`config.mk`:
```
export PLATFORM = sky130hd
export DESIGN_NAME = axis_wait_buffer_flat
export DESIGN_NICKNAME = d
export VERILOG_FILES = /design/src/rtl/axis_wait_pkg.sv /design/src/rtl/axis_wait_buffer_if.sv /design/src/rtl/axis_wait_buffer_mem.sv /design/src/rtl/axis_wait_buffer.sv /design/src/flat_wrapper.sv
export SDC_FILE = /design/constraint.sdc
export NUM_CORES = 1
export LEC_CHECK = 0
export CAP_MARGIN = 20
export CORE_MARGIN = 1.5
export CORE_UTILIZATION = 47
export CTS_BUF_LIST = sky130_fd_sc_hd__clkbuf_8
export DETAILED_ROUTE_END_ITERATION = 6
export PLACE_DENSITY = 0.73
export SYNTH_ARGS = -nofsm -noshare
export SYNTH_HDL_FRONTEND = slang
export SYNTH_HIERARCHICAL = 1
export SYNTH_SLANG_ARGS = --single-unit
```
`constraint.sdc`:
```
create_clock -name clk -period 14.45 [get_ports clk]
set_input_delay 3.6125 -clock clk [delete_from_list [all_inputs] [get_ports clk]]
set_output_delay 3.6125 -clock clk [all_outputs]
set_load 0.02 [all_outputs]
```
`src/rtl/axis_wait_pkg.sv`:
```
// axis_wait_pkg: shared FSM encoding and width helper
// for the AXI-Stream store-and-forward delay stage.
package axis_wait_pkg;

  localparam logic [1:0] S_IDLE = 2'd0;
  localparam logic [1:0] S_RECV = 2'd1;
  localparam logic [1:0] S_WAIT = 2'd2;
  localparam logic [1:0] S_SEND = 2'd3;

  typedef enum logic [1:0] {
    IDLE = S_IDLE,
    RECV = S_RECV,
    WAIT = S_WAIT,
    SEND = S_SEND
  } state_e;

  // Smallest r with 2**r >= n (n >= 1).
  function automatic int clog2(input int n);
    int r;
    r = 0;
    for (int i = 0; i < 31; i++)
      if ((1 << i) < n) r = i + 1;
    return r;
  endfunction

endpackage

```
`src/rtl/axis_wait_buffer_if.sv`:
```
// axis_wait_buffer_if: one AXI-Stream link.
// Signals: tdata, tvalid, tlast (master->slave), tready (slave->master).
interface axis_wait_buffer_if #(
  parameter int DATA_WIDTH = 32
) ();

  logic [DATA_WIDTH-1:0] tdata;
  logic                  tvalid;
  logic                  tlast;
  logic                  tready;

  modport master (
    output tdata, tvalid, tlast,
    input  tready
  );

  modport slave (
    input  tdata, tvalid, tlast,
    output tready
  );

endinterface

```
`src/rtl/axis_wait_buffer_mem.sv`:
```
// axis_wait_buffer_mem: DATA_WIDTH x DEPTH packet store.
// Ports: clk, we_i/waddr_i/wdata_i (sync write), raddr_i/rdata_o (comb read).
module axis_wait_buffer_mem #(
  parameter int DATA_WIDTH = 32,
  parameter int DEPTH      = 16,
  parameter int AW         = 4
) (
  input  logic                  clk,
  input  logic                  we_i,
  input  logic [AW-1:0]         waddr_i,
  input  logic [DATA_WIDTH-1:0] wdata_i,
  input  logic [AW-1:0]         raddr_i,
  output logic [DATA_WIDTH-1:0] rdata_o
);

  logic [DATA_WIDTH-1:0] mem_q [DEPTH];

  always_ff @(posedge clk) begin
    if (we_i) mem_q[waddr_i] <= wdata_i;
  end

  assign rdata_o = mem_q[raddr_i];

endmodule

```
`src/rtl/axis_wait_buffer.sv`:
```
// axis_wait_buffer: capture one AXIS packet, idle wait_cycles, replay it.
// Ports: clk, rst (sync, active-low), ex_start/wait_cycles/start_ack,
//        busy, truncated, pkt_len, s_axis (slave), m_axis (master).
module axis_wait_buffer
  import axis_wait_pkg::*;
#(
  parameter  int DATA_WIDTH = 32,
  parameter  int DEPTH      = 16,
  parameter  int WAIT_WIDTH = 16,
  localparam int PW         = clog2(DEPTH),
  localparam int LW         = clog2(DEPTH + 1)
) (
  input  logic                  clk,
  input  logic                  rst,
  input  logic                  ex_start,
  input  logic [WAIT_WIDTH-1:0] wait_cycles,
  output logic                  start_ack,
  output logic                  busy,
  output logic                  truncated,
  output logic [LW-1:0]         pkt_len,
  axis_wait_buffer_if.slave     s_axis,
  axis_wait_buffer_if.master    m_axis
);

  state_e                state_q;
  logic [WAIT_WIDTH-1:0] wait_reg_q;
  logic [WAIT_WIDTH-1:0] wait_cnt_q;
  logic [PW-1:0]         wr_ptr_q;
  logic [PW-1:0]         rd_ptr_q;
  logic [LW-1:0]         len_q;
  logic                  trunc_q;
  logic                  ack_q;

  logic                  in_recv;
  logic                  in_send;
  logic                  s_fire;
  logic                  m_fire;
  logic [LW-1:0]         len_inc;
  logic                  in_end;
  logic                  out_last;
  logic [DATA_WIDTH-1:0] rdata;

  assign in_recv  = (state_q == RECV);
  assign in_send  = (state_q == SEND);
  assign s_fire   = in_recv && s_axis.tvalid;
  assign m_fire   = in_send && m_axis.tready;
  assign len_inc  = len_q + LW'(1);
  // Packet closes on TLAST or on the beat that fills the store.
  assign in_end   = s_fire &&
                    (s_axis.tlast || len_inc == LW'(DEPTH));
  assign out_last = (LW'(rd_ptr_q) == len_q - LW'(1));

  axis_wait_buffer_mem #(
    .DATA_WIDTH (DATA_WIDTH),
    .DEPTH      (DEPTH),
    .AW         (PW)
  ) u_mem (
    .clk     (clk),
    .we_i    (s_fire),
    .waddr_i (wr_ptr_q),
    .wdata_i (s_axis.tdata),
    .raddr_i (rd_ptr_q),
    .rdata_o (rdata)
  );

  always_ff @(posedge clk) begin
    if (!rst) begin
      state_q    <= IDLE;
      wait_reg_q <= '0;
      wait_cnt_q <= '0;
      wr_ptr_q   <= '0;
      rd_ptr_q   <= '0;
      len_q      <= '0;
      trunc_q    <= 1'b0;
      ack_q      <= 1'b0;
    end else begin
      ack_q <= 1'b0;
      unique case (state_q)
        IDLE: begin
          if (ex_start) begin
            wait_reg_q <= wait_cycles;
            len_q      <= '0;
            wr_ptr_q   <= '0;
            trunc_q    <= 1'b0;
            ack_q      <= 1'b1;
            state_q    <= RECV;
          end
        end
        RECV: begin
          if (s_fire) begin
            wr_ptr_q <= wr_ptr_q + PW'(1);
            len_q    <= len_inc;
          end
          if (in_end) begin
            trunc_q  <= !s_axis.tlast;
            rd_ptr_q <= '0;
            if (wait_reg_q != '0) begin
              wait_cnt_q <= wait_reg_q;
              state_q    <= WAIT;
            end else begin
              state_q    <= SEND;
            end
          end
        end
        WAIT: begin
          wait_cnt_q <= wait_cnt_q - WAIT_WIDTH'(1);
          if (wait_cnt_q == WAIT_WIDTH'(1))
            state_q <= SEND;
        end
        SEND: begin
          if (m_fire) begin
            if (out_last) begin
              rd_ptr_q <= '0;
              state_q  <= IDLE;
            end else begin
              rd_ptr_q <= rd_ptr_q + PW'(1);
            end
          end
        end
        default: state_q <= IDLE;
      endcase
    end
  end

  assign start_ack     = ack_q;
  assign busy          = (state_q != IDLE);
  assign truncated     = trunc_q;
  assign pkt_len       = len_q;
  assign s_axis.tready = in_recv;
  assign m_axis.tvalid = in_send;
  assign m_axis.tdata  = in_send ? rdata : '0;
  assign m_axis.tlast  = in_send && out_last;

endmodule

```
`src/flat_wrapper.sv`:
```
// flat-port wrapper written by rule: the top's interface ports become plain ports
module axis_wait_buffer_flat import axis_wait_pkg::*;
#(
  parameter  int DATA_WIDTH = 32,
  parameter  int DEPTH      = 16,
  parameter  int WAIT_WIDTH = 16,
  localparam int PW         = clog2(DEPTH),
  localparam int LW         = clog2(DEPTH + 1)
)
  (clk, rst, ex_start, wait_cycles, start_ack, busy, truncated, pkt_len, s_axis_tdata, s_axis_tvalid, s_axis_tlast, s_axis_tready, m_axis_tdata, m_axis_tvalid, m_axis_tlast, m_axis_tready);
  axis_wait_buffer_if #(.DATA_WIDTH(DATA_WIDTH)) s_axis_i ();
  axis_wait_buffer_if #(.DATA_WIDTH(DATA_WIDTH)) m_axis_i ();
  input  logic clk;
  input  logic rst;
  input  logic ex_start;
  input  logic [WAIT_WIDTH-1:0] wait_cycles;
  output logic start_ack;
  output logic busy;
  output logic truncated;
  output logic [LW-1:0] pkt_len;
  input wire logic [$bits(s_axis_i.tdata)-1:0] s_axis_tdata;
  input wire logic [$bits(s_axis_i.tvalid)-1:0] s_axis_tvalid;
  input wire logic [$bits(s_axis_i.tlast)-1:0] s_axis_tlast;
  output wire logic [$bits(s_axis_i.tready)-1:0] s_axis_tready;
  output wire logic [$bits(m_axis_i.tdata)-1:0] m_axis_tdata;
  output wire logic [$bits(m_axis_i.tvalid)-1:0] m_axis_tvalid;
  output wire logic [$bits(m_axis_i.tlast)-1:0] m_axis_tlast;
  input wire logic [$bits(m_axis_i.tready)-1:0] m_axis_tready;
  assign s_axis_i.tdata = s_axis_tdata;
  assign s_axis_i.tvalid = s_axis_tvalid;
  assign s_axis_i.tlast = s_axis_tlast;
  assign s_axis_tready = s_axis_i.tready;
  assign m_axis_tdata = m_axis_i.tdata;
  assign m_axis_tvalid = m_axis_i.tvalid;
  assign m_axis_tlast = m_axis_i.tlast;
  assign m_axis_i.tready = m_axis_tready;
  axis_wait_buffer #(.DATA_WIDTH(DATA_WIDTH), .DEPTH(DEPTH), .WAIT_WIDTH(WAIT_WIDTH)) u_core (.clk(clk), .rst(rst), .ex_start(ex_start), .wait_cycles(wait_cycles), .start_ack(start_ack), .busy(busy), .truncated(truncated), .pkt_len(pkt_len), .s_axis(s_axis_i), .m_axis(m_axis_i));
endmodule
```
==> impl_metrics.csv <==
group,metric,value,unit
synth,synth_edf_count,512,
hold_path,holdCritPathClass,"reg2reg",
routing,routed_wl,47.7,mm
power_and_ir_drop,power_density,152,nW/um2
setup_path,crit_type,"reg2out",
final_layout,drive_above_1_share,20.7,%
timing,rsz0062_at_grt,"no",
clock_network,clockRootBuffer,"clkbuf_8",
final_layout,fin_nets,1405,
outcome,status,"completed",
die,start_util,47.6,%
die,die_h,220,um
die,die_w,220,um
setup_path,arrival,4090,ps
die,io_pins,97,
synth,yosys.area.top_type_share,69.5,%
global_routing,grt_usage,20.2,%
global_routing,overflow,0,
run,drv_cap,0,
timing,worst_pin_slew,1090,ps
routing,wl_met3,3.67,mm
synth,synth_area_leaders,"edfxtp_1 (70%), mux4_2 (13%), dfxtp_1 (4.4%), a22oi_1 (2.2%), nand2_1 (1.7%)",
clock_network,clock-sinks,561,
final_layout,ff_latch_area,16400,um2
synth,synthDistinctLibCells,54,
synth,synth.largest_area_cell,"edfxtp_1",
routing,avgRoutedWirePerCell,23.7,um
synth,synthFlopType,"edfxtp_1",
timing,finalSetupViolCount,0,
synth,ys_warn_count,6,
routing,drcViolationCount,0,
routing,via_per_inst,5.81,
timing,finalCritPeriodShare,53.3,%
synth,synth_area_per_cell,18.5,um2
clock_network,ctsHoldBuffers,0,
synth,synth_fp_nets,1262,
clock_network,clk_latency,640,ps
setup_path,worstPathMaxFanout,43,
final_layout,area_growth,15.0,%
routing,postRouteAntennaNets,0,
global_routing,grt_first_pass_wirelength,71.5,mm
final_layout,multi_input_area,5520,um2
clock_network,cts_setup_buffers,0,
setup_path,crit_start,"u_core/rd_ptr_q[0]",
placed_design,place_ws,7180,ps
routing,vias,11700,
power_and_ir_drop,p_leak,8.03,nW
hold_path,holdPathStages,2,
timing,whs,477,ps
global_routing,grt_pass1_vias,11900,
final_layout,post-route-util,54.8,%
final_layout,nFillCells,3560,
routing,dr.first_iter.drc_count,1287,
final_layout,antenna_cells,0,
clock_network,cts_resized,0,
timing,slew_headroom,27.2,%
synth,synthCells,1197,
die,die_area,48400,um2
setup_path,crit_path_end_kind,"primary output",
setup_path,rr_startpoint,"u_core/state_q[1]",
clock_network,cts_tree,"built",
timing,finClkSkew,19.3,ps
routing,first_pass_iters,4,
routing,met1_length,19.9,mm
placed_design,hpwl,23.6,mm
power_and_ir_drop,max-vdd-ir-drop,101,uV
routing,routed-wl-met2,23.2,mm
clock_network,cts_buffers,89,
die,core_area,46500,um2
timing,slew_viol_final,0,
synth,yosysSeqAreaShare,74.0,%
placed_design,routabilityCongestion,0.752,
timing,fin_tns_setup,0,ps
clock_network,clockBufferDepth,3,
power_and_ir_drop,power,3.87,mW
synth,synth-seq-cells,561,
timing,fin_crit,7700,ps
global_routing,grt_max_degree,79,
synth,synth_area,22100,um2
timing,layout_setup_ws,6750,ps
die,rows,79,
clock_network,clk_pin_slew,70,ps
hold_path,hp-start,"u_core/wait_cnt_q[14]",
timing,finalHoldViolations,0,
setup_path,cp_data_required_time,10840,ps
placed_design,io_buffers,96,
clock_network,cts-htree-levels,3,
timing,clock.fmax,130,MHz
routing,top_layer_used,"met5",
synth,async_flop_share,0,%
global_routing,antenna_found_initial,3,
setup_path,rr_worst_depth,6,
setup_path,critPathLaunchType,"flip-flop",
[area by class of cell]
class / instances / area share (%)
Tap cell: 607 / 2.99
Timing Repair Buffer: 122 / 4.75
Inverter: 16 / 0.236
Multi-Input combinational cell: 550 / 21.7
Clock buffer: 91 / 4.92
Clock inverter: 62 / 1.06
Sequential cell: 561 / 64.3
[final timing paths]
path,slack (ps),end
max,6750,m_axis_tdata[19]
min,480,u_core/wait_cnt_q[14]
max reg2reg,11280,u_core/u_mem/mem_q[9][24]
min reg2reg,480,u_core/wait_cnt_q[14]
[cells in the final DEF (no fill, tap or decap), types with 6 or more instances in the layout]
cell type,count
a21oi_1,46
a22oi_1,64
and2_1,35
buf_4,23
clkbuf_8,91
clkdlybuf4s50_1,96
clkinv_1,21
clkinv_2,7
dfxtp_1,47
edfxtp_1,512
ha_1,10
inv_1,44
mux2i_1,6
mux4_2,128
nand2_1,103
nand3_1,10
nor2_1,28
nor2_4,13
nor3_1,8
nor4_1,8
o21ai_0,9
o32ai_1,10
[synthesized netlist by cell type (11+ instances only)]
master and n:
a21oi_1 46, dfxtp_1 49, nand2_1 103, ha_1 11, a22oi_1 64, and2_1 36, nor3_1 12, clkbuf_1 37
buf_1 12, inv_1 16, mux4_2 128, buf_2 11, edfxtp_1 512, nor2_1 41
[registers in the layout, indices dropped and copies added, names as in the netlist]
register	count
u_core/wait_reg_q	16
u_core/rd_ptr_q	4
u_core/pkt_len	5
u_core/wr_ptr_q	4
u_core/u_mem/mem_q	512
u_core/start_ack	1
u_core/state_q	2
u_core/truncated	1
u_core/wait_cnt_q	16
[critical path, cell delays in order, from the launching register on]
cell             delay [ps]
dfxtp_4                 900
buf_4                   800
mux4_2                  590
a22oi_1                 240
nand2_1                 160
and2_1                  190
clkdlybuf4s50_1         530
[cell families (layout without fill, tap and decap cells)]
logic type	count (synthesis)	in the layout	synth area share (%)
AOI/OAI and AO/OA	152	152	4.75
and+or+nand+nor	243	243	5.28
adders and majority gates	11	11	0.622
buffers and inverters	86	291	1.68
xor gates and xnor gates	10	10	0.396
muxes	134	134	13.3
DFF	561	561	74.0
[stage by stage]
| step | instance area (um2) | instances |
|---|---|---|
| floorplan | 22100 | 1197 |
| global placement | 23800 | 1853 |
| detailed placement | 23900 | 1854 |
| CTS | 25400 | 2007 |
| global route | 25400 | 2009 |
| finish | 25400 | 2009 |
[per-layer routing]
layer / vias to the layer above / track usage (%)
met5: - / 0
met2: 463 / 32.4
li1: 5115 / -
met3: 72 / 4.11
met4: 4 / 6.69
met1: 6011 / 28.0
[power by group]
group	internal [mW]	switching [mW]
clock	0.583	0.585
combinational	0.402	0.408
sequential	1.82	0.0695
Note: power is estimated with default switching activity, not from simulation.
